===== config.mk =====
export PLATFORM = sky130hd
export DESIGN_NAME = calc_sequencer
export DESIGN_NICKNAME = d
export VERILOG_FILES = /design/src/rtl/calc_sequencer.sv
export SDC_FILE = /design/constraint.sdc
export NUM_CORES = 1
export LEC_CHECK = 0
export ABC_CLOCK_PERIOD_IN_PS = 5800
export BUFFER_PORTS_ARGS = -buffer_cell sky130_fd_sc_hd__buf_2
export CAP_MARGIN = 10
export CORE_MARGIN = 2
export CORE_UTILIZATION = 60
export CTS_CLUSTER_SIZE = 10
export DETAILED_ROUTE_END_ITERATION = 8
export MAX_ROUTING_LAYER = met4
export PLACE_DENSITY = 0.77
export SYNTH_ARGS = -nofsm -noshare
export SYNTH_HDL_FRONTEND = slang
export SYNTH_SLANG_ARGS = --single-unit

===== constraint.sdc =====
create_clock -name clk -period 5.8 [get_ports clk]
set_input_delay 0.58 -clock clk [delete_from_list [all_inputs] [get_ports clk]]
set_output_delay 0.58 -clock clk [all_outputs]
set_load 0.02 [all_outputs]

===== src/rtl/calc_sequencer.sv =====
// Control sequencer for the 4-bit calculator: button conditioning, operand capture,
// ALU start/done handshake with timeout, and display/LED selection.
module calc_sequencer #(
  parameter int unsigned IN_WIDTH        = 4,
  parameter int unsigned DEBOUNCE_CYCLES = 10000,
  parameter int unsigned ALU_TIMEOUT     = 64,
  parameter int unsigned LED_WIDTH       = 3
) (
  input  logic                 clk,
  input  logic                 rst_n,
  input  logic [IN_WIDTH-1:0]  in_number,
  input  logic [1:0]           key,
  input  logic [3:0]           arif,
  output logic [IN_WIDTH-1:0]  alu_a,
  output logic [IN_WIDTH-1:0]  alu_b,
  output logic [1:0]           alu_op,
  output logic                 alu_start,
  input  logic                 alu_done,
  input  logic                 alu_error,
  output logic                 disp_sel,
  output logic                 disp_error,
  output logic [LED_WIDTH-1:0] led
);

  localparam int unsigned NumBtn = 6;
  localparam int unsigned DbW    = $clog2(DEBOUNCE_CYCLES + 1);
  localparam int unsigned TmoW   = $clog2(ALU_TIMEOUT + 1);

  localparam logic [DbW-1:0]  DbLast  = DbW'(DEBOUNCE_CYCLES - 1);
  localparam logic [TmoW-1:0] TmoLast = TmoW'(ALU_TIMEOUT - 1);

  localparam logic [LED_WIDTH-1:0] LedIdle  = LED_WIDTH'(3'b110);
  localparam logic [LED_WIDTH-1:0] LedHaveA = LED_WIDTH'(3'b101);
  localparam logic [LED_WIDTH-1:0] LedHaveB = LED_WIDTH'(3'b011);
  localparam logic [LED_WIDTH-1:0] LedExec  = LED_WIDTH'(3'b110);
  localparam logic [LED_WIDTH-1:0] LedShow  = LED_WIDTH'(3'b110);

  typedef enum logic [2:0] {StIdle, StHaveA, StHaveB, StExec, StShow} state_e;

  logic [NumBtn-1:0]   btn_meta_q, btn_sync_q, btn_press;
  logic [IN_WIDTH-1:0] num_meta_q, num_sync_q, operand;
  logic [1:0]          key_press;
  logic [3:0]          arif_press;
  logic [1:0]          op_sel;
  state_e              state_q;
  logic [TmoW-1:0]     tmo_q;

  always_ff @(posedge clk) begin
    if (!rst_n) begin
      btn_meta_q <= '1;
      btn_sync_q <= '1;
      num_meta_q <= '1;
      num_sync_q <= '1;
    end else begin
      btn_meta_q <= {arif, key};
      btn_sync_q <= btn_meta_q;
      num_meta_q <= in_number;
      num_sync_q <= num_meta_q;
    end
  end

  // Independent debouncer per button; press fires on the last of DEBOUNCE_CYCLES low samples.
  for (genvar i = 0; i < NumBtn; i++) begin : g_db
    logic           level_q;
    logic [DbW-1:0] cnt_q;

    always_ff @(posedge clk) begin
      if (!rst_n) begin
        level_q <= 1'b1;
        cnt_q   <= '0;
      end else if (btn_sync_q[i] == level_q) begin
        cnt_q <= '0;
      end else if (cnt_q == DbLast) begin
        cnt_q   <= '0;
        level_q <= btn_sync_q[i];
      end else begin
        cnt_q <= cnt_q + DbW'(1);
      end
    end

    assign btn_press[i] = level_q & ~btn_sync_q[i] & (cnt_q == DbLast);
  end

  assign key_press  = btn_press[1:0];
  assign arif_press = btn_press[5:2];
  assign operand    = ~num_sync_q;

  // Lowest-index operation button wins on simultaneous presses.
  always_comb begin
    op_sel = 2'd3;
    for (int i = 3; i >= 0; i--) begin
      if (arif_press[i]) op_sel = 2'(i);
    end
  end

  always_ff @(posedge clk) begin
    if (!rst_n) begin
      state_q    <= StIdle;
      alu_a      <= '0;
      alu_b      <= '0;
      alu_op     <= '0;
      alu_start  <= 1'b0;
      disp_sel   <= 1'b0;
      disp_error <= 1'b0;
      led        <= LedIdle;
      tmo_q      <= '0;
    end else begin
      alu_start <= 1'b0;
      case (state_q)
        StIdle: begin
          if (key_press[0]) begin
            alu_a   <= operand;
            state_q <= StHaveA;
            led     <= LedHaveA;
          end
        end
        StHaveA: begin
          if (key_press[0]) begin
            alu_a <= operand;
          end else if (key_press[1]) begin
            alu_b   <= operand;
            state_q <= StHaveB;
            led     <= LedHaveB;
          end
        end
        StHaveB: begin
          if (key_press[0]) begin
            alu_a   <= operand;
            state_q <= StHaveA;
            led     <= LedHaveA;
          end else if (key_press[1]) begin
            alu_b <= operand;
          end else if (|arif_press) begin
            alu_op    <= op_sel;
            alu_start <= 1'b1;
            tmo_q     <= '0;
            state_q   <= StExec;
            led       <= LedExec;
          end
        end
        StExec: begin
          tmo_q <= tmo_q + TmoW'(1);
          // alu_start is high only in the first EXEC cycle; a done pulse there is ignored.
          if (alu_done && !alu_start) begin
            disp_error <= alu_error;
            disp_sel   <= 1'b1;
            state_q    <= StShow;
            led        <= LedShow;
          end else if (tmo_q == TmoLast) begin
            disp_error <= 1'b1;
            disp_sel   <= 1'b1;
            state_q    <= StShow;
            led        <= LedShow;
          end
        end
        StShow: begin
          if (key_press[0]) begin
            alu_a      <= operand;
            disp_error <= 1'b0;
            disp_sel   <= 1'b0;
            state_q    <= StHaveA;
            led        <= LedHaveA;
          end
        end
        default: begin
          state_q <= StIdle;
          led     <= LedIdle;
        end
      endcase
    end
  end

endmodule


---- Yosys cells after proc, flatten, opt, wreduce, memory -nomap -nowiden ----
Cells that the tools add are included.
storage, ports and cells
  register bits after elaboration ......... 136
  bits of input ports ..................... 14
  output and inout bits ................... 16
cells by class
  $add $sub $neg .......................... 7
  equality and inequality tests ........... 27
  muxes and demuxes ....................... 32
  bitwise logic cells ..................... 29
  reductions and logical operators ........ 28
operator list
  operator                                        count
  adder 14 x 1 -> 14 bit (second input constant)  6
  == test 14 bit (second input constant)          6
  2-to-1 mux 3 bit                                16
  one-hot mux 3 bit (4 select lines)              2
  2-to-1 mux 7 bit                                3
  OR reduction 3 bit                              6
  NOT 1 bit                                       16
  one-hot mux 7 bit (2 select lines)              1
  AND reduction 2 bit                             7
  bitwise AND 1 bit                               12
  != test 2 bit (second input constant)           6
  OR reduction 4 bit                              3
  != test 3 bit (second input constant)           3
  AND reduction 4 bit                             2
  adder 7 x 1 -> 7 bit (second input constant)    1
  == test 7 x 6 -> 1 bit (second input constant)  1
  == test 1 bit                                   6
  == test 3 x 2 -> 1 bit (second input constant)  2
  2-to-1 mux 1 bit                                6
  AND reduction 3 bit                             2
  AND reduction 6 bit                             1
  2-to-1 mux 2 bit                                2
  NOT 4 bit                                       1
  one-hot mux 1 bit (2 select lines)              2
  other kinds (8)                                 10

---- Longest topological paths before layout ----
Gate-level depths: netlist of run 1.
  depth after elaboration ................. 8
  mapped depth ............................ 10
  mapped depth without buffers ............ 8

---- Worst setup path before layout of run 1 ----
Ideal clock, no wire load.
  path type ............................... flip-flop to flip-flop
  start point ............................. reg g_db[0].cnt_q[0]
  end point ............................... reg tmo_q[3]
  arrival ................................. 2.043 ns
  required time ........................... 5.729 ns
  path slack .............................. 3.686 ns
  cell stages (with the launch flop) ...... 10
  clock period less this slack ............ 2.114 ns
  cell sequence ........................... dfxtp_1 ha_1 and3_2 and4_1 clkbuf_4 nor3_1 a21oi_2 buf_4 or3_1 a21oi_1
between the ends
  longest elaborated chain between the ends .. 4
ends and longest elaborated chain
  element                        line  RTL
  start: declaration             65    logic [DbW-1:0] cnt_q;
  start signal: assignment       77    cnt_q <= cnt_q + DbW'(1);
  == test 14 bit                 81    assign btn_press[i] = level_q & ~btn_sync_q[i] & (cnt_q == DbLast);
  bitwise AND 1 bit              81
  != test 2 bit (no line)        --
  AND reduction 4 bit (no line)  --
  end signal: assignment         142   tmo_q <= tmo_q + TmoW'(1);
  end: declaration               46    logic [TmoW-1:0] tmo_q;
Every way passes these cells.
A chain may end at the register's enable or synchronous reset.

---- Worst setup path after layout of run 1 ----
  start point ............................. reg btn_sync_q[2]
  end point ............................... reg tmo_q[5]
between the ends
  longest elaborated chain between the ends .. 6
ends and longest elaborated chain
  element                          line  RTL
  start: declaration               40    logic [NumBtn-1:0] btn_meta_q, btn_sync_q, btn_press;
  start signal: assignment         56    btn_sync_q <= btn_meta_q;
  NOT 1 bit                        81
  bitwise AND 1 bit (2 in series)  81
  OR reduction 4 bit               133   end else if (|arif_press) begin
  != test 2 bit (no line)          --
  AND reduction 4 bit (no line)    --
Every way passes these cells.

==> results of run 1 <==
[metal layers]
metal | part of all wire (%) | track usage [%] | vias up
met5 | 0 | - | -
met4 | 1.4 | 7.69 | 0
met3 | 3.2 | 7.04 | 13
met2 | 52 | 40.7 | 72
met1 | 44 | 26.9 | 2030
li1 | - | - | 2186
[path summary, 6_finish.rpt]
path                            slack (ns)                       end                startpoint  depth (start not counted)
worst max-delay path                  3.42     tmo_q[5]$_SDFFE_PN0P_  btn_sync_q[2]$_SDFF_PN1_                          8
worst min-delay path                  0.24  num_meta_q[1]$_SDFF_PN1_              in_number[1]                          2
worst max register to register        3.42     tmo_q[5]$_SDFFE_PN0P_  btn_sync_q[2]$_SDFF_PN1_                          8
worst min register to register        0.41  num_sync_q[3]$_SDFF_PN1_  num_meta_q[3]$_SDFF_PN1_                          1
[synthesized netlist by cell type (4+ instances only)]
| cell type | n | area (sq um) |
|---|---|---|
| sky130_fd_sc_hd__mux2i_1 | 5 | 50.1 |
| sky130_fd_sc_hd__ha_1 | 13 | 163 |
| sky130_fd_sc_hd__xor2_1 | 37 | 324 |
| sky130_fd_sc_hd__buf_2 | 4 | 20.0 |
| sky130_fd_sc_hd__a21oi_1 | 22 | 110 |
| sky130_fd_sc_hd__nand2b_1 | 23 | 144 |
| sky130_fd_sc_hd__nand3b_1 | 6 | 45.0 |
| sky130_fd_sc_hd__nor3_1 | 10 | 50.1 |
| sky130_fd_sc_hd__and3_1 | 25 | 156 |
| sky130_fd_sc_hd__nor4b_1 | 9 | 78.8 |
| sky130_fd_sc_hd__dfxtp_1 | 136 | 2720 |
| sky130_fd_sc_hd__nor2_1 | 103 | 387 |
| sky130_fd_sc_hd__inv_1 | 25 | 93.8 |
| sky130_fd_sc_hd__and2_1 | 5 | 31.3 |
| sky130_fd_sc_hd__and3_2 | 8 | 60.1 |
| sky130_fd_sc_hd__xnor2_1 | 32 | 280 |
| sky130_fd_sc_hd__clkbuf_1 | 13 | 48.8 |
| sky130_fd_sc_hd__nand3_1 | 28 | 140 |
| sky130_fd_sc_hd__o21ai_0 | 17 | 85.1 |
| sky130_fd_sc_hd__nand2_1 | 30 | 113 |
| sky130_fd_sc_hd__or3_1 | 11 | 68.8 |
| sky130_fd_sc_hd__nand4_1 | 18 | 113 |
| sky130_fd_sc_hd__o311ai_0 | 6 | 52.6 |
[cells in the final DEF (no fill, tap or decap), types with 2 or more instances in the layout]
master / count
sky130_fd_sc_hd__nor2_1: 103
sky130_fd_sc_hd__nand2b_1: 23
sky130_fd_sc_hd__nor4_1: 2
sky130_fd_sc_hd__nand3_1: 28
sky130_fd_sc_hd__or3_1: 11
sky130_fd_sc_hd__and3_1: 25
sky130_fd_sc_hd__and2_1: 5
sky130_fd_sc_hd__nand2_1: 30
sky130_fd_sc_hd__o21ai_0: 17
sky130_fd_sc_hd__a21oi_1: 22
sky130_fd_sc_hd__buf_2: 29
sky130_fd_sc_hd__o22ai_1: 2
sky130_fd_sc_hd__nand3b_1: 6
sky130_fd_sc_hd__nor3_1: 10
sky130_fd_sc_hd__clkinv_2: 2
sky130_fd_sc_hd__nand4_1: 18
sky130_fd_sc_hd__nor4b_1: 9
sky130_fd_sc_hd__mux2i_1: 5
sky130_fd_sc_hd__a21o_1: 2
sky130_fd_sc_hd__inv_1: 25
sky130_fd_sc_hd__clkbuf_16: 16
sky130_fd_sc_hd__xor2_1: 37
sky130_fd_sc_hd__clkinv_4: 2
sky130_fd_sc_hd__bufinv_16: 7
sky130_fd_sc_hd__clkbuf_8: 3
sky130_fd_sc_hd__o311ai_0: 6
sky130_fd_sc_hd__xnor2_1: 32
sky130_fd_sc_hd__ha_1: 13
sky130_fd_sc_hd__dfxtp_1: 136
sky130_fd_sc_hd__and3_2: 8
[layout make-up]
type,instances,area (sq um),share of cell area [%]
well taps,129,161,2.45
inverters,26,97.6,1.48
clock inverters,12,245,3.72
flip-flops and latches,136,2720,41.3
repair buffers,29,145,2.20
multi-input cells,443,2770,42.0
clock buffers,20,445,6.76
[registers in the layout (all words and copies together) (netlist names), 6 cells and up]
signal,flops
tmo_q,7
g_db.cnt_q,84
btn_sync_q,6
btn_meta_q,6
g_db.level_q,6
[kinds of logic (layout without fill, tap and decap cells)]
logic type | Yosys count | in the layout | share of synthesized area (%)
simple gates | 294 | 294 | 27.3
flops | 136 | 136 | 47.7
xor+xnor | 69 | 69 | 10.6
compound gates | 62 | 62 | 6.93
buf+inv | 48 | 87 | 3.77
fa+ha+maj | 13 | 13 | 2.85
mux | 5 | 5 | 0.877
[stage by stage]
stage,worst slack (ns),instances,utilization [%]
CTS,3.38,795,71.3
global route,3.21,795,71.3
detailed placement,3.23,763,63.8
global placement,3.37,763,63.8
finish,3.42,795,71.3
floorplan,3.69,627,-
[power breakdown]
group / total, mW / switching [mW] / internal (mW)
clock network: 1.24 / 0.391 / 0.851
logic: 0.0288 / 0.0180 / 0.0108
registers: 0.945 / 0.00269 / 0.942
==> out/results.md, run 1 <==
| Group | Quantity | Reported |
| --- | --- | --- |
| global routing | Antenna violations before repair | 0 |
| route | Via count | 4301 |
| route | Final antenna-violating net count | 0 |
| timing | Transition at the pin with the smallest max-transition slack | 0.640 ns |
| timing | Min Clock Period, post-route | 2.38 ns |
| critical path | Kind of critical path | reg -> reg |
| clocking | Number of buffers created by CTS | 17 |
| route | Wirelength per Cell | 13.9 um |
| timing | Period Utilization, post-route | 41.1% |
| logic synthesis | Async set or reset register ratio after synthesis | 0% |
| final layout | Antenna diode count | 0 |
| die | Cell row count | 35 |
| status | Run status | finished clean |
| logic synthesis | EDFF count, synth | 0 |
| die | Die height | 102 um |
| global routing | Via count of the first global-routing pass | 4119 |
| power | Maximum resistive drop on vdd | 367 uV |
| global routing | Global-route wire length before repair | 18800 um |
| timing | Worst hold slack after final layout | 0.243 ns |
| route | Number of DRC markers in iteration 0 | 179 |
| clocking | Quantity of gates resized following cts | 0 |
| clocking | Post-CTS setup buffer count | 0 |
| timing | Fmax | 419 MHz |
| timing | Final slew viol count | 0 |
| timing | Setup violation total in the final timing report | 0 |
| power | Static power due to leakage | 2.49 nW |
| placement | HPWL reported at the end of detailed placement | 7180 um |
| final layout | Filler Cell Count | 679 |
| logic synthesis | Mean instance size in the synthesized netlist | 9.10 sq um |
| logic synthesis | Most used flip-flop cell after synthesis | sky130_fd_sc_hd__dfxtp_1 |
| clocking | Clock latency of the later-clocked register in the worst-skew pair | 0.52 ns |
| logic synthesis | FF+latch count, synth | 136 |
| critical path | Endpoint type of the worst setup path | register |
| critical path | List of cells traversed by the critical path | inv_1 -> ha_1 -> nor4b_1 -> nand4_1 -> o2111ai_4 -> a21oi_2 -> or4_1 -> a21oi_1 |
| timing | Max_slew headroom | 57.3% |
| job | Number of max-capacitance violations reported | 0 |
| route | Detailed-routing iteration count for the pre-antenna-repair pass | 5 |
| timing | Final setup skew | 0.00974 ns |
| global routing | Remaining global-route overflow | 0 |
| timing | Setup repair after global routing missed its margin | no |
| power | Power density relative to cell area | 336 nW/um^2 |
| global routing | Largest net degree at the start of global routing | 38 |
| critical path | Crit path buffers/inverters | 1 |
| logic synthesis | Number of distinct library cell variants in the gate-level netlist after synthesis | 59 |
| clocking | Clock tree root driver cell | sky130_fd_sc_hd__clkbuf_8 |
| die | Core Box Area | 9240 sq um |
| clocking | Number of clock sinks seen by CTS | 136 |
| logic synthesis | Post-synth net total | 654 |
| final layout | Area growth from synthesis to layout | 15.4% |
| logic synthesis | Post-Synthesis Cell Area | 5710 sq um |
| power | Total chip power | 2.22 mW |
| final layout | Share of cells above drive strength 1 | 12.0% |
| clocking | Number of hold buffers added after CTS | 0 |
| logic synthesis | Part of the Yosys area used for sequential elements | 47.7% |
| critical path | Crit-path slowest cell | sky130_fd_sc_hd__or4_1 |
| placement | Placer congestion estimate | 0.832 |
| critical path | Worst-path maximum fanout | 11 |
| logic synthesis | Post-Syn Instances | 627 |
| die | Number of primary I/O pins | 30 |
| logic synthesis | Yosys warning total | 0 |
| global routing | Overall global routing resource usage | 23.9% |
| timing | Setup TNS after final layout | 0 ns |
| critical path | Required time reported for the critical path endpoint | 6.24 ns |
| timing | Final hold violation count | 0 |
| clocking | Number of buffers on the longest clock path | 2 |
| route | Total wirelength of the detailed-routed design | 11100 um |
| critical path | Data arrival time of the worst path | 2.82 ns |
| placement | Port Buffer Count | 29 |
| final layout | Final net count | 680 |
| placement | Placed Area | 5890 sq um |
| critical path | Delay of the slowest cell on the worst path | 0.49 ns |
| die | X dimension of the die | 102 um |
| route | Drt via density | 5.41 |
| min path | Type of the most critical hold path | in -> reg |
| route | Number of remaining DRC errors | 0 |
| clocking | CTS clock-pin slew for the worst setup and hold paths | 0.06 ns |
| clocking | Number of levels in the clock H-tree | 4 |
| final layout | Post-route cell area | 6590 sq um |
| die | Starting density of the core | 61.7% |
| critical path | CP startpoint kind | register |
| clocking | TritonCTS clock tree | done |
| critical path | CP delay by family, top | simple AND/OR/NAND/NOR gates |
| die | Die outline area | 10300 sq um |
Note: power is estimated with default switching activity, not from simulation.
==> run 2: changes to the inputs <==
==> config.mk (replaced) <==
export PLATFORM = sky130hd
export DESIGN_NAME = calc_sequencer
export DESIGN_NICKNAME = d
export VERILOG_FILES = /design/src/rtl/calc_sequencer.sv
export SDC_FILE = /design/constraint.sdc
export NUM_CORES = 1
export LEC_CHECK = 0
export ABC_CLOCK_PERIOD_IN_PS = 2000
export BUFFER_PORTS_ARGS = -buffer_cell sky130_fd_sc_hd__buf_2
export CAP_MARGIN = 10
export CORE_MARGIN = 2
export CORE_UTILIZATION = 55
export CTS_CLUSTER_SIZE = 10
export DETAILED_ROUTE_END_ITERATION = 8
export MAX_ROUTING_LAYER = met4
export PLACE_DENSITY = 0.75
export SYNTH_ARGS = -nofsm -noshare
export SYNTH_HDL_FRONTEND = slang
export SYNTH_SLANG_ARGS = --single-unit
==> constraint.sdc (replaced) <==
create_clock -name clk -period 2 [get_ports clk]
set_input_delay 0.2 -clock clk [delete_from_list [all_inputs] [get_ports clk]]
set_output_delay 0.2 -clock clk [all_outputs]
set_load 0.02 [all_outputs]
==> out/results.md, run 2 (synthesis gave the netlist of run 1 again) <==
| Group | Quantity | Reported |
| --- | --- | --- |
| timing | Max_slew headroom | 62.2% |
| route | Via count | 4596 |
| global routing | Global-route wire length before repair | 20100 um |
| die | X dimension of the die | 106 um |
| job | Number of max-capacitance violations reported | 0 |
| global routing | Largest net degree at the start of global routing | 18 |
| critical path | Required time reported for the critical path endpoint | 2.42 ns |
| status | Run status | finished with violations |
| power | Static power due to leakage | 2.82 nW |
| critical path | CP delay by family, top | simple AND/OR/NAND/NOR gates |
| die | Die outline area | 11200 sq um |
| power | Maximum resistive drop on vdd | 763 uV |
| critical path | Kind of critical path | reg -> reg |
| power | Power density relative to cell area | 860 nW/um^2 |
| critical path | Startpoint of the worst-slack reg-to-reg timing path | g_db[1].cnt_q[6]$_SDFF_PP0_ |
| timing | Final setup skew | 0.0103 ns |
| global routing | Via count of the first global-routing pass | 4637 |
| timing | Period Utilization, post-route | 104% |
| placement | Port Buffer Count | 29 |
| timing | Worst setup margin | -0.0841 ns |
| global routing | Antenna violations before repair | 0 |
| clocking | TritonCTS clock tree | done |
| placement | Placer congestion estimate | 0.849 |
| critical path | Endpoint type of the worst setup path | register |
| clocking | Number of buffers created by CTS | 17 |
| final layout | Antenna diode count | 0 |
| min path | Hold Path Stages | 2 |
| route | Number of remaining DRC errors | 0 |
| critical path | List of cells traversed by the critical path | or4b_4 -> and4bb_4 -> nand2_4 -> a21o_1 -> a21o_1 -> a211o_1 |
| die | Cell row count | 37 |
| route | Drt via density | 5.30 |
| timing | Final slew viol count | 0 |
| final layout | Share of cells above drive strength 1 | 20.9% |
| critical path | Crit-path slowest cell | sky130_fd_sc_hd__or4b_4 |
| timing | Fmax | 480 MHz |
| route | Final antenna-violating net count | 0 |
| clocking | CTS clock-pin slew for the worst setup and hold paths | 0.06 ns |
| power | Total chip power | 6.18 mW |
| timing | Transition at the pin with the smallest max-transition slack | 0.565 ns |
| final layout | Top register by number of flip-flops | g_db.cnt_q |
| min path | Type of the most critical hold path | in -> reg |
| timing | Worst hold slack after final layout | 0.0811 ns |
| die | Die height | 106 um |
| critical path | Worst-path maximum fanout | 4 |
| timing | Setup violation total in the final timing report | 4 |
| final layout | Filler Cell Count | 785 |
| critical path | Path depth of the worst reg2reg path | 6 |
| critical path | CP startpoint kind | register |
| critical path | Cell repeated most along the worst path | sky130_fd_sc_hd__a21o_1 |
| min path | Start point of the worst hold path | rst_n |
| placement | HPWL reported at the end of detailed placement | 7850 um |
| global routing | Overall global routing resource usage | 22.9% |
| final layout | Most used cells in the layout excluding fill and tap cells | sky130_fd_sc_hd__dfxtp_1, sky130_fd_sc_hd__nor2_1, sky130_fd_sc_hd__buf_4, sky130_fd_sc_hd__xor2_1, sky130_fd_sc_hd__xnor2_1 |
| final layout | Most frequent standard cell in the layout excluding fill and tap cells | sky130_fd_sc_hd__dfxtp_1 |
| die | Starting density of the core | 56.0% |
| route | Detailed-routing iteration count for the pre-antenna-repair pass | 5 |
| clocking | Clock tree root driver cell | sky130_fd_sc_hd__clkbuf_8 |
| clocking | Number of levels in the clock H-tree | 4 |
| final layout | End-of-flow core utilization | 70.6% |
| clocking | Number of clock sinks seen by CTS | 136 |
| critical path | Endpoint of the worst-slack reg-to-reg timing path | led[1]$_SDFFE_PN1P_ |
| route | Total wirelength of the detailed-routed design | 11500 um |
| clocking | Number of buffers on the longest clock path | 2 |
| final layout | Max FFs per register | 84 |
| global routing | Remaining global-route overflow | 0 |
| die | Number of primary I/O pins | 30 |
| final layout | Area growth from synthesis to layout | 25.9% |
| critical path | Crit path buffers/inverters | 0 |
| route | Wirelength per Cell | 13.2 um |
| timing | Final hold violation count | 0 |
| min path | Hold Path End | g_db[1].level_q$_SDFFE_PN1P_ |
| timing | Min Clock Period, post-route | 2.08 ns |
| critical path | Delay of the slowest cell on the worst path | 0.53 ns |
| status | Violations in the final reports | negative setup slack |
| final layout | Final net count | 745 |
| timing | Setup repair after global routing missed its margin | yes |
| route | Number of DRC markers in iteration 0 | 242 |
| final layout | Largest registers | g_db.cnt_q x84, tmo_q x7 |
| critical path | Worst setup slack for register-to-register paths | -0.08 ns |
| die | Core Box Area | 10200 sq um |
| critical path | Data arrival time of the worst path | 2.50 ns |
| clocking | Clock latency of the later-clocked register in the worst-skew pair | 0.53 ns |
==> run 2: changes by cell type in the layout (fill, tap and decap cells not counted), sizes merged <==
cell / previous run / this run
inv: 25 / 26
bufinv: 7 / 4
dlygate4sd3: 0 / 11
buf: 29 / 83
clkbuf: 20 / 22
==> run 2: per-layer routing <==
layer	share of wire (%)	GRT usage (%)	wire length, um
met1	44	25.6	5050
met3	4.1	7.05	468
met2	51	38.8	5820
met4	1.1	7.99	126
met5	0	-	0
==> run 2: how the worst max path moves through the flow <==
stage / from / endpoint / slack [ns] / cells after the start
floorplan: g_db[5].cnt_q[1]$_SDFF_PP0_ / tmo_q[6]$_SDFFE_PN0P_ / -0.02 / 8
global placement: g_db[5].cnt_q[1]$_SDFF_PP0_ / tmo_q[5]$_SDFFE_PN0P_ / -0.10 / 7
detailed placement: g_db[5].cnt_q[1]$_SDFF_PP0_ / tmo_q[5]$_SDFFE_PN0P_ / -0.16 / 7
CTS: g_db[5].cnt_q[1]$_SDFF_PP0_ / tmo_q[5]$_SDFFE_PN0P_ / -0.08 / 7
global route: g_db[5].cnt_q[1]$_SDFF_PP0_ / tmo_q[5]$_SDFFE_PN0P_ / -0.18 / 8
finish: g_db[1].cnt_q[6]$_SDFF_PP0_ / led[1]$_SDFFE_PN1P_ / -0.08 / 6
==> run 2: area by class of cell <==
class,instances,area [sq um],share of cell area (%)
clock buffer,22,483,6.72
inverter,26,97.6,1.36
clock inverter,10,164,2.28
sequential,136,2730,38.0
timing repair buffer,94,677,9.42
tap,136,170,2.37
multi-input combinational,443,2870,39.9
==> run 2: timing repair <==
action | 4_1_cts | 5_1_grt
gates resized for setup | 5 | 15
endpoints found under the setup margin | 11 | 34
hold buffers | 11 | 0
pin swaps | 7 | 3
buffers inserted | 4 | 1
hold endpoints to repair | 11 | 0
==> run 2: report_power, final <==
| group | total (mW) | switching [mW] | leakage, nW | internal [mW] |
|---|---|---|---|---|
| registers | 2.74 | 0.00743 | 1.10 | 2.73 |
| clock network | 3.33 | 1.14 | 0.318 | 2.20 |
| logic | 0.111 | 0.0576 | 1.40 | 0.0538 |
| total | 6.18 | 1.20 | 2.82 | 4.98 |
==> run 2: stage by stage <==
stage	instance area (sq um)	TNS [ns]	worst slack (ns)	cells
final	7190	-0.206	-0.0841	867
after global routing	7190	-1.31	-0.183	867
after CTS	7120	-0.138	-0.0790	866
after detailed placement	6310	-0.589	-0.162	819
after global placement	6310	-0.143	-0.101	819
after floorplan	5730	-0.0966	-0.0221	627
==> run 3: changes to the inputs <==
--- a/config.mk
+++ b/config.mk
@@ -8,11 +8,11 @@
 export ABC_CLOCK_PERIOD_IN_PS = 2000
 export BUFFER_PORTS_ARGS = -buffer_cell sky130_fd_sc_hd__buf_2
 export CAP_MARGIN = 10
+export CORE_ASPECT_RATIO = 0.7
 export CORE_MARGIN = 2
 export CORE_UTILIZATION = 55
 export CTS_CLUSTER_SIZE = 10
 export DETAILED_ROUTE_END_ITERATION = 8
-export MAX_ROUTING_LAYER = met4
 export PLACE_DENSITY = 0.75
 export SYNTH_ARGS = -nofsm -noshare
 export SYNTH_HDL_FRONTEND = slang
==> out/results.md, run 3 (synthesis gave the netlist of run 1 again) <==
| Group | Quantity | Reported |
| --- | --- | --- |
| timing | Period Utilization, post-route | 104% |
| final layout | Share of cells above drive strength 1 | 20.4% |
| placement | Placer congestion estimate | 0.844 |
| timing | Min Clock Period, post-route | 2.09 ns |
| final layout | Antenna diode count | 0 |
| timing | Final setup skew | 0.00943 ns |
| final layout | Max FFs per register | 84 |
| critical path | Crit path buffers/inverters | 2 |
| global routing | Largest net degree at the start of global routing | 22 |
| power | Psw | 1.21 mW |
| critical path | Required time reported for the critical path endpoint | 2.35 ns |
| route | Drt via density | 5.35 |
| timing | Final slew viol count | 0 |
| final layout | Area growth from synthesis to layout | 24.4% |
| final layout | Largest registers | g_db.cnt_q x84, tmo_q x7 |
| die | Core Box Area | 10200 sq um |
| placement | Port Buffer Count | 29 |
| status | Run status | finished with violations |
| critical path | Kind of critical path | reg -> reg |
| timing | Final hold violation count | 0 |
| placement | Placed Area | 6300 sq um |
| final layout | Final net count | 742 |
| global routing | Global-route wire length before repair | 19000 um |
| clocking | Number of clock sinks seen by CTS | 136 |
| route | Total wirelength of the detailed-routed design | 11700 um |
| power | Fraction of power consumed by sequential logic | 46.6% |
| die | Die height | 89.2 um |
| critical path | CP delay by family, top | simple AND/OR/NAND/NOR gates |
| final layout | Area occupied by registers | 2730 sq um |
| route | Number of remaining DRC errors | 0 |
| timing | Fmax | 479 MHz |
| placement | HPWL reported at the end of detailed placement | 8000 um |
| critical path | Endpoint type of the worst setup path | register |
| global routing | Via count of the first global-routing pass | 4305 |
| global routing | Overall global routing resource usage | 21.2% |
| timing | Worst setup margin | -0.0879 ns |
| final layout | Top register by number of flip-flops | g_db.cnt_q |
| critical path | Worst-path maximum fanout | 10 |
| global routing | Remaining global-route overflow | 0 |
| global routing | Antenna violations before repair | 0 |
| power | Switching share of power | 20.5% |
| timing | Setup violation total in the final timing report | 11 |
| timing | Setup repair after global routing missed its margin | yes |
| clocking | CTS clock-pin slew for the worst setup and hold paths | 0.06 ns |
| clocking | Number of buffers on the longest clock path | 2 |
| die | Number of primary I/O pins | 30 |
| timing | Max_slew headroom | 61.2% |
| status | Violations in the final reports | negative setup slack |
| route | Number of DRC markers in iteration 0 | 308 |
| route | Final antenna-violating net count | 0 |
| critical path | Data arrival time of the worst path | 2.44 ns |
| die | Die outline area | 11200 sq um |
| die | X dimension of the die | 126 um |
| final layout | Most used cells in the layout excluding fill and tap cells | sky130_fd_sc_hd__dfxtp_1, sky130_fd_sc_hd__nor2_1, sky130_fd_sc_hd__buf_4, sky130_fd_sc_hd__xor2_1, sky130_fd_sc_hd__xnor2_1 |
| placement | Worst slack, placed | -0.127 ns |
| final layout | Area of combinational cells with multiple inputs | 2870 sq um |
| power | Static power due to leakage | 2.76 nW |
| critical path | List of cells traversed by the critical path | or4b_4 -> and4bb_4 -> buf_4 -> nor3_4 -> a21oi_4 -> buf_4 -> o21ai_0 -> a21oi_1 |
| die | Starting density of the core | 55.9% |
| clocking | Clock latency of the later-clocked register in the worst-skew pair | 0.42 ns |
| critical path | Delay of the slowest cell on the worst path | 0.53 ns |
| die | Cell row count | 31 |
| critical path | CP startpoint kind | register |
| final layout | Most frequent standard cell in the layout excluding fill and tap cells | sky130_fd_sc_hd__dfxtp_1 |
| timing | Transition at the pin with the smallest max-transition slack | 0.580 ns |
| route | Detailed-routing iteration count for the pre-antenna-repair pass | 4 |
| clocking | Clock tree root driver cell | sky130_fd_sc_hd__clkbuf_16 |
| power | Relative contribution of the clock network to total power | 51.6% |
| critical path | Crit-path slowest cell | sky130_fd_sc_hd__or4b_4 |
| final layout | Filler Cell Count | 759 |
| job | Number of max-capacitance violations reported | 0 |
| final layout | Post-route cell area | 7100 sq um |
| route | Wirelength per Cell | 13.6 um |
| power | Power density relative to cell area | 829 nW/um^2 |
| power | Internal power component | 4.67 mW |
| clocking | TritonCTS clock tree | done |
| critical path | Cell repeated most along the worst path | sky130_fd_sc_hd__buf_4 |
| clocking | Number of buffers created by CTS | 17 |
| power | Maximum resistive drop on vdd | 605 uV |
| clocking | Number of levels in the clock H-tree | 4 |
| power | Relative contribution of combinational cells to total power | 1.8% |
| route | Via count | 4597 |
| min path | Type of the most critical hold path | in -> reg |
| timing | Setup TNS after final layout | -0.443 ns |
-- run 3: cell count changes in the layout (fill, tap and decap cells not counted), moves of 2 or more --
| cell | previous run | this run |
|---|---|---|
| sky130_fd_sc_hd__bufinv_16 | 4 | 2 |
| sky130_fd_sc_hd__clkinvlp_4 | 1 | 3 |
| sky130_fd_sc_hd__buf_4 | 52 | 50 |
| sky130_fd_sc_hd__clkbuf_8 | 6 | 2 |
-- run 3: final timing paths --
check	endpoint	cells past startpoint	slack [ns]	from
setup reg to reg	tmo_q[4]$_SDFFE_PN0P_	8	-0.09	g_db[1].cnt_q[6]$_SDFF_PP0_
setup / recovery	tmo_q[4]$_SDFFE_PN0P_	8	-0.09	g_db[1].cnt_q[6]$_SDFF_PP0_
hold / removal	disp_error$_SDFFE_PN0P_	3	0.09	alu_error
hold reg to reg	btn_sync_q[2]$_SDFF_PN1_	1	0.41	btn_meta_q[2]$_SDFF_PN1_
-- run 3: through the flow --
stage                     hold slack (ns)  util (%)  instances  total power [mW]
after floorplan                     0.301         -        627              2.85
after global placement              0.380      61.8        815              2.89
after detailed placement            0.383      61.8        815              2.89
after CTS                          0.0711      68.8        858              5.94
after global routing               0.0673      69.6        859              6.10
final                              0.0875      69.6        859              5.88
-- run 3: power groups by stage --
stage	combinational, mW	clock [mW]	sequential, mW
finish	0.108	3.03	2.74
global route	0.120	3.23	2.74
CTS	0.107	3.10	2.74
detailed placement	0.0912	0	2.80
global placement	0.0874	0	2.80
floorplan	0.0575	0	2.80
-- run 3: repair_timing --
action | CTS | global route
buffers inserted | 2 | 1
pin swaps | 3 | 6
endpoints found under the setup margin | 12 | 26
gates resized for setup | 3 | 15
endpoints found under the hold margin | 10 | 0
hold buffers | 10 | 0
-- run 3: metal layers --
layer	GRT usage, %	up-vias	wire (um)	part of all wire (%)
li1	-	2321	-	-
met1	26.5	2180	5610	48
met2	34.5	79	5470	47
met3	6.70	17	471	4.0
met4	9.49	0	167	1.4
met5	0	-	0	0
-- run 3: worst min-delay path: cells and delay by family --
family	cells	cell delay, ns
AO/OA/AOI/OAI	2	0.18
buffers and inverters	1	0.08
-- run 3: layout make-up --
cell class	instances	share of cell area [%]
multi-input cells	443	40.5
repair buffers	91	9.19
well taps	132	2.33
inverters	26	1.38
clock inverters	11	1.75
flip-flops and latches	136	38.4
clock buffers	20	6.44
